--- config.mk ---
export PLATFORM = sky130hd
export DESIGN_NAME = fetch_issue_queue_flat
export DESIGN_NICKNAME = d
export VERILOG_FILES = /design/src/rtl/fetch_issue_queue_if.sv /design/src/rtl/fetch_issue_queue.sv /design/src/flat_wrapper.sv
export SDC_FILE = /design/constraint.sdc
export NUM_CORES = 1
export LEC_CHECK = 0
export CAP_MARGIN = 10
export CORE_MARGIN = 5
export CORE_UTILIZATION = 50
export DETAILED_ROUTE_END_ITERATION = 7
export PLACE_DENSITY_LB_ADDON = 0.12
export SETUP_SLACK_MARGIN = 0.15
export SYNTH_ARGS = -nofsm -noshare
export SYNTH_HDL_FRONTEND = slang
export SYNTH_SLANG_ARGS = --single-unit
--- constraint.sdc ---
create_clock -name s_clk_i -period 4.1 [get_ports s_clk_i]
set_input_delay 0.82 -clock s_clk_i [delete_from_list [all_inputs] [get_ports s_clk_i]]
set_output_delay 0.82 -clock s_clk_i [all_outputs]
set_load 0.05 [all_outputs]
--- src/rtl/fetch_issue_queue_if.sv ---
// FE->ID fetch-response / FE-ID register bundle. The slave side is the queue;
// the master side is the fetch unit plus ID stage driving requests, responses and stall.
interface fetch_issue_queue_if;
  logic        s_flush_i;
  logic        s_stall_i;
  logic        s_req_issue_i;
  logic        s_issue_ok_o;
  logic        s_rsp_valid_i;
  logic [31:0] s_rsp_data_i;
  logic        s_rsp_hw_i;
  logic [2:0]  s_rsp_err_i;
  logic [1:0]  s_rsp_pred_i;
  logic [4:0]  s_feid_info_o;
  logic [31:0] s_feid_instr_o;
  logic [1:0]  s_feid_pred_o;
  logic        s_err_o;

  modport slave (
    input  s_flush_i, s_stall_i, s_req_issue_i,
    input  s_rsp_valid_i, s_rsp_data_i, s_rsp_hw_i, s_rsp_err_i, s_rsp_pred_i,
    output s_issue_ok_o, s_feid_info_o, s_feid_instr_o, s_feid_pred_o, s_err_o
  );

  modport master (
    output s_flush_i, s_stall_i, s_req_issue_i,
    output s_rsp_valid_i, s_rsp_data_i, s_rsp_hw_i, s_rsp_err_i, s_rsp_pred_i,
    input  s_issue_ok_o, s_feid_info_o, s_feid_instr_o, s_feid_pred_o, s_err_o
  );
endinterface

--- src/rtl/fetch_issue_queue.sv ---
// Fetch response queue feeding the FE/ID register; empty-queue bypass gives 1-cycle latency.
// ID stall holds FE/ID while responses keep queueing; request credits keep the queue from overflowing.
module fetch_issue_queue #(
  parameter int DEPTH   = 4,
  parameter int MAX_OUT = 2
) (
  input logic                s_clk_i,
  input logic                s_reset_i,
  fetch_issue_queue_if.slave bus
);
  localparam int AW = $clog2(DEPTH);
  localparam int OW = $clog2(MAX_OUT + 1);

  typedef struct packed {
    logic [31:0] data;
    logic        hw;
    logic [2:0]  err;
    logic [1:0]  pred;
  } entry_t;

  entry_t        mem_q [DEPTH];
  logic [AW-1:0] rd_q, rd_d, wr_q, wr_d;
  logic [AW:0]   occ_q, occ_d;
  logic [OW-1:0] out_q, out_d, disc_q, disc_d;
  logic          err_q, err_d;
  logic [4:0]    info_q, info_d;
  logic [31:0]   instr_q, instr_d;
  logic [1:0]    pred_q, pred_d;

  entry_t rsp, head;
  logic   issue_ok, acc, rsp_dec, pop, bypass, full, push_en, overflow;

  assign rsp  = '{data: bus.s_rsp_data_i, hw: bus.s_rsp_hw_i,
                  err: bus.s_rsp_err_i, pred: bus.s_rsp_pred_i};
  assign head = mem_q[rd_q];

  // Credit looks only at registered state so it never combinationally depends on the response.
  assign issue_ok = ((32'(occ_q) + 32'(out_q)) < 32'(DEPTH)) && (32'(out_q) < 32'(MAX_OUT));

  assign acc      = bus.s_rsp_valid_i && (disc_q == '0) && !bus.s_flush_i;
  assign rsp_dec  = bus.s_rsp_valid_i && (out_q != '0);
  assign full     = (occ_q == (AW+1)'(DEPTH));
  assign pop      = !bus.s_flush_i && !bus.s_stall_i && (occ_q != '0);
  assign bypass   = !bus.s_stall_i && (occ_q == '0) && acc;
  assign overflow = acc && !bypass && full && !pop;
  assign push_en  = acc && !bypass && !overflow;

  always_comb begin
    out_d  = out_q;
    disc_d = disc_q;
    err_d  = err_q;

    case ({bus.s_req_issue_i, rsp_dec})
      2'b10:   out_d = (out_q == OW'(MAX_OUT)) ? out_q : out_q + 1'b1;
      2'b01:   out_d = out_q - 1'b1;
      default: out_d = out_q;
    endcase

    // Everything already in flight at the flush is stale; a same-cycle issue is the redirect.
    if (bus.s_flush_i) begin
      disc_d = out_q - OW'(rsp_dec);
    end else if (bus.s_rsp_valid_i && (disc_q != '0)) begin
      disc_d = disc_q - 1'b1;
    end

    if ((bus.s_req_issue_i && !issue_ok) || (bus.s_rsp_valid_i && (out_q == '0)) || overflow) begin
      err_d = 1'b1;
    end
  end

  always_comb begin
    rd_d  = rd_q;
    wr_d  = wr_q;
    occ_d = occ_q;
    if (bus.s_flush_i) begin
      rd_d  = '0;
      wr_d  = '0;
      occ_d = '0;
    end else begin
      rd_d = rd_q + AW'(pop);
      wr_d = wr_q + AW'(push_en);
      case ({push_en, pop})
        2'b10:   occ_d = occ_q + 1'b1;
        2'b01:   occ_d = occ_q - 1'b1;
        default: occ_d = occ_q;
      endcase
    end
  end

  always_comb begin
    info_d  = info_q;
    instr_d = instr_q;
    pred_d  = pred_q;
    if (bus.s_flush_i) begin
      info_d[0] = 1'b0;
      instr_d   = '0;
      pred_d    = '0;
    end else if (bus.s_stall_i) begin
      info_d = info_q;
    end else if (pop) begin
      info_d  = {head.err, head.hw, 1'b1};
      instr_d = head.data;
      pred_d  = head.pred;
    end else if (bypass) begin
      info_d  = {rsp.err, rsp.hw, 1'b1};
      instr_d = rsp.data;
      pred_d  = rsp.pred;
    end else begin
      info_d[0] = 1'b0;
    end
  end

  always_ff @(posedge s_clk_i or posedge s_reset_i) begin
    if (s_reset_i) begin
      rd_q    <= '0;
      wr_q    <= '0;
      occ_q   <= '0;
      out_q   <= '0;
      disc_q  <= '0;
      err_q   <= 1'b0;
      info_q  <= '0;
      instr_q <= '0;
      pred_q  <= '0;
    end else begin
      rd_q    <= rd_d;
      wr_q    <= wr_d;
      occ_q   <= occ_d;
      out_q   <= out_d;
      disc_q  <= disc_d;
      err_q   <= err_d;
      info_q  <= info_d;
      instr_q <= instr_d;
      pred_q  <= pred_d;
    end
  end

  always_ff @(posedge s_clk_i) begin
    if (push_en) mem_q[wr_q] <= rsp;
  end

  assign bus.s_issue_ok_o   = issue_ok;
  assign bus.s_feid_info_o  = info_q;
  assign bus.s_feid_instr_o = instr_q;
  assign bus.s_feid_pred_o  = pred_q;
  assign bus.s_err_o        = err_q;
endmodule
--- src/flat_wrapper.sv ---
// flat-port wrapper written by rule: the top's interface ports become plain ports
module fetch_issue_queue_flat 
#(
  parameter int DEPTH   = 4,
  parameter int MAX_OUT = 2
)
  (s_clk_i, s_reset_i, bus_s_flush_i, bus_s_stall_i, bus_s_req_issue_i, bus_s_rsp_valid_i, bus_s_rsp_data_i, bus_s_rsp_hw_i, bus_s_rsp_err_i, bus_s_rsp_pred_i, bus_s_issue_ok_o, bus_s_feid_info_o, bus_s_feid_instr_o, bus_s_feid_pred_o, bus_s_err_o);
  fetch_issue_queue_if bus_i ();
  input logic s_clk_i;
  input logic s_reset_i;
  input wire logic [$bits(bus_i.s_flush_i)-1:0] bus_s_flush_i;
  input wire logic [$bits(bus_i.s_stall_i)-1:0] bus_s_stall_i;
  input wire logic [$bits(bus_i.s_req_issue_i)-1:0] bus_s_req_issue_i;
  input wire logic [$bits(bus_i.s_rsp_valid_i)-1:0] bus_s_rsp_valid_i;
  input wire logic [$bits(bus_i.s_rsp_data_i)-1:0] bus_s_rsp_data_i;
  input wire logic [$bits(bus_i.s_rsp_hw_i)-1:0] bus_s_rsp_hw_i;
  input wire logic [$bits(bus_i.s_rsp_err_i)-1:0] bus_s_rsp_err_i;
  input wire logic [$bits(bus_i.s_rsp_pred_i)-1:0] bus_s_rsp_pred_i;
  output wire logic [$bits(bus_i.s_issue_ok_o)-1:0] bus_s_issue_ok_o;
  output wire logic [$bits(bus_i.s_feid_info_o)-1:0] bus_s_feid_info_o;
  output wire logic [$bits(bus_i.s_feid_instr_o)-1:0] bus_s_feid_instr_o;
  output wire logic [$bits(bus_i.s_feid_pred_o)-1:0] bus_s_feid_pred_o;
  output wire logic [$bits(bus_i.s_err_o)-1:0] bus_s_err_o;
  assign bus_i.s_flush_i = bus_s_flush_i;
  assign bus_i.s_stall_i = bus_s_stall_i;
  assign bus_i.s_req_issue_i = bus_s_req_issue_i;
  assign bus_i.s_rsp_valid_i = bus_s_rsp_valid_i;
  assign bus_i.s_rsp_data_i = bus_s_rsp_data_i;
  assign bus_i.s_rsp_hw_i = bus_s_rsp_hw_i;
  assign bus_i.s_rsp_err_i = bus_s_rsp_err_i;
  assign bus_i.s_rsp_pred_i = bus_s_rsp_pred_i;
  assign bus_s_issue_ok_o = bus_i.s_issue_ok_o;
  assign bus_s_feid_info_o = bus_i.s_feid_info_o;
  assign bus_s_feid_instr_o = bus_i.s_feid_instr_o;
  assign bus_s_feid_pred_o = bus_i.s_feid_pred_o;
  assign bus_s_err_o = bus_i.s_err_o;
  fetch_issue_queue #(.DEPTH(DEPTH), .MAX_OUT(MAX_OUT)) u_core (.s_clk_i(s_clk_i), .s_reset_i(s_reset_i), .bus(bus_i));
endmodule
==> results.rst <==
.. list-table::
   :header-rows: 1

   * - Metric
     - Value
   * - Via count normalized by instance count
     - around 5.6
   * - Count of standard-cell rows
     - 47
   * - Residual DRC count
     - 0
   * - Data arrival time of the critical path
     - 2.66 ns
   * - Number of buffers inserted during clock tree synthesis
     - 21
   * - Number of ports placed on the die boundary
     - 85
   * - Via count of the routed design
     - 4430
   * - Multiplexer fraction of the synthesized cell area
     - 21.2%
   * - Post-route fraction of the period consumed by the critical path
     - 84.9%
   * - Slowest cell on the critical path
     - clkdlybuf4s50_1
   * - Final Setup Violations
     - 0
   * - Cts-stage hold buffer count
     - 0
   * - Count of buffers added by post-CTS timing repair for setup
     - 0
   * - EDFF count, synth
     - about 150
   * - Cells along the critical path
     - ha_1 > and3_1 > nor4_1 > clkdlybuf4s50_1
   * - Accumulated negative setup slack
     - 0 ns
   * - Maximum vdd drop
     - 323 µV
   * - Max-slew violations
     - 0
   * - Post-synthesis share of cell area spent on and, or, nand and nor gates
     - 5.23%
   * - Post-layout minimum cycle time
     - ~3.5 ns
   * - # nets final
     - 602
   * - Async set or reset register ratio after synthesis
     - between 20 and 30%
   * - Headroom to the max-slew limit
     - 28.7%
   * - Final hold violation count
     - 0
   * - Wire length of the first global-routing pass
     - 27200 µm
   * - Cell area after synthesis
     - 0.00854 mm²
   * - Total detailed-routing wirelength
     - 17000 µm
   * - Status
     - finished, final reports clean
   * - Maximum clock frequency
     - ~290 MHz
   * - Kind of start point of the critical path
     - register
   * - Data required, critical path
     - 3.28 ns
   * - Area enclosed by the die boundary
     - 0.0198 mm²
   * - Leakage power summed over all cells
     - 3.78 nW
   * - Worst Slack Setup Final
     - between 0.6 and 0.7 ns
   * - Routability-driven placement congestion ratio
     - 0.752
   * - Resized Gates After CTS
     - 0
   * - Transition time at the pin with the least slew margin
     - 1.07 ns
   * - Largest fanout of any net on the critical path
     - 8
   * - Die height
     - 141 µm
   * - Number of antenna violations at the first check in global routing
     - 1
   * - Area share of xor/xnor cells in the synthesized design
     - 0.513%
   * - Pwr per Cell Area
     - between 500 and 600 mW/mm²
   * - CP Capture Type
     - primary output
   * - Worst setup slack after placement
     - 0.740 ns
   * - Clock insertion delay at the later pin of the skew report
     - 0.50 ns
   * - Largest net degree at the start of global routing
     - 40
   * - Synth Area in Compound Gates
     - 1.57%
   * - Die Wd
     - 141 µm
   * - Area Overhead vs Synth
     - 20.8%
   * - Sequential-to-total area share from yosys stat
     - roughly 68%
   * - Post-detail-place hpwl
     - 10300 µm
   * - Routed wirelength normalized by instance count
     - 21.6 µm
   * - Initial Utilization
     - between 50% and 60%
   * - Gate Count Post-Synth
     - 457
   * - Via count of the first global-routing pass
     - 4859
   * - Total global routing track utilization
     - 17.5%
   * - Std-Cell Core Area
     - 0.0167 mm²
   * - Number of DRC markers in iteration 0
     - 197
   * - Remaining global-route overflow
     - 0
   * - Post-Synthesis Mean Instance Area
     - 18.7 µm²
   * - Fraction of layout cells with a size suffix above 1
     - 29.6%
   * - Total iterations of the first detailed-routing run
     - 5
   * - Register clock-pin slew on the reported worst setup and hold paths
     - approximately 0.060 ns
   * - Ant. Diodes
     - 0
   * - Yosys warnings
     - 0
   * - Worst-case clock skew
     - 0.0242 ns
   * - Cell variety after synth
     - 43
   * - Post-synthesis net count
     - 507
   * - Antenna Violating Nets Remaining
     - 0
   * - Port-buffer cells
     - 84
   * - H-tree Lvls
     - 1
   * - RSZ-0062 raised after global routing
     - false
   * - Number of max-cap violations
     - 0
   * - Synth Flop Type
     - edfxtp_1
   * - Maximum buffer depth of the clock tree
     - 3
   * - Hold/Removal Path Class
     - register to register
   * - Number of synthesized register bits
     - around 200
   * - Clock tree from TritonCTS
     - done
   * - Master cell of the clock root buffer
     - clkbuf_16
   * - Worst Setup Path Type
     - register to primary output
   * - Main combinational cell family by area after synthesis
     - multiplexers
   * - Maximum cell stage delay along the critical path
     - about 0.89 ns
   * - Clock sink total
     - 203
   * - Adder-cell share of the synthesized area
     - 0.967%
[state kept, by name, summed over array words and instances, names as in the netlist]
name,cells
u_core.bus.s_feid_pred_o,2
u_core.bus.s_feid_instr_o,32
u_core.wr_q,2
u_core.out_q,2
u_core.bus.s_feid_info_o,5
u_core.occ_q,3
u_core.disc_q,2
u_core.bus.s_err_o,1
u_core.rd_q,2
u_core.mem_q,152
[cells in the final DEF, fill, tap and decap left out, types with 3 or more instances in the layout]
| cell | n |
|---|---|
| a21oi_1 | 4 |
| buf_4 | 13 |
| clkbuf_1 | 9 |
| clkbuf_16 | 21 |
| clkbuf_8 | 3 |
| clkdlybuf4s50_1 | 83 |
| dfrtp_1 | 49 |
| edfxtp_1 | 152 |
| ha_1 | 5 |
| inv_1 | 9 |
| mux2_2 | 57 |
| mux2_4 | 20 |
| mux4_2 | 38 |
| nor2_1 | 10 |
| nor2b_1 | 37 |
| o211ai_1 | 3 |
| o21ai_0 | 3 |
| xnor2_1 | 3 |
[layout make-up]
type	count	area (µm²)
clock buffer	33	601
clock inverter	5	51.3
fill	1196	6380
multi-input combinational	218	2560
timing repair buffer	98	953
tap	220	275
sequential	203	5840
inverter	10	37.5
[routing by layer]
metal	global-route usage (%)	routed length (µm)	part of all wire, %	vias up
li1	-	-	-	1973
met1	23.3	7340	43	2322
met2	29.7	8600	51	106
met3	3.39	797	4.7	27
met4	4.79	253	1.5	2
met5	0	7	0.041	-
[synth_stat cells (4+ instances only)]
library cell | count | area, µm²
a21oi_1 | 4 | 20.0
buf_2 | 11 | 55.1
buf_6 | 5 | 56.3
clkbuf_1 | 9 | 33.8
dfrtp_1 | 51 | 1280
edfxtp_1 | 152 | 4560
ha_1 | 5 | 62.6
inv_1 | 10 | 37.5
mux2_2 | 57 | 642
mux2_4 | 20 | 300
mux4_2 | 38 | 856
nor2_1 | 10 | 37.5
nor2b_1 | 37 | 231
[power by group]
part	switching, mW	internal [mW]	total (mW)
Sequential	0.109	2.38	2.48
Combinational	0.714	0.568	1.28
Clock	0.737	1.07	1.80
Total	1.56	4.01	5.57
[logic make-up (layout without fill, tap and decap cells)]
group	after synthesis	after routing
mux	116	116
xor+xnor	5	5
flops	203	203
simple gates	72	72
fa+ha+maj	6	6
compound gates	19	19
buf+inv	36	146
[worst paths after layout]
check / from / to / slack, ns / cells after the start
worst max register to register: u_core.disc_q[0] / u_core.mem_q[1][3] / 1.56 / 6
worst max-delay path: u_core.out_q[1] / bus_s_issue_ok_o / 0.62 / 4
worst min register to register: u_core.bus.s_err_o / u_core.bus.s_err_o / 0.52 / 2
min in group asynchronous: s_reset_i / u_core.bus.s_feid_instr_o[5] / 0.64 / 2
max in group asynchronous: s_reset_i / u_core.bus.s_feid_pred_o[1] / 2.54 / 3
worst min-delay path: u_core.bus.s_err_o / u_core.bus.s_err_o / 0.52 / 2
[metrics by stage]
stage	area (µm²)	power [mW]	util, %	hold slack (ns)	cells
6_report	10300	5.57	61.8	0.520	787
5_1_grt	10300	5.82	61.8	0.537	787
4_1_cts	10300	5.64	61.8	0.518	787
3_5_place_dp	9670	3.81	57.9	0.505	749
3_3_place_gp	9670	3.78	57.9	0.480	749
2_1_floorplan	8560	3.40	-	0.578	457
[worst max-delay path: cells and delay by family, from the launching register on]
kind | cells | cell delay [ns]
flops | 1 | 0.46
simple gates | 2 | 0.51
fa+ha+maj | 1 | 0.32
buf+inv | 1 | 0.89
(Power assumes the default switching activity.)
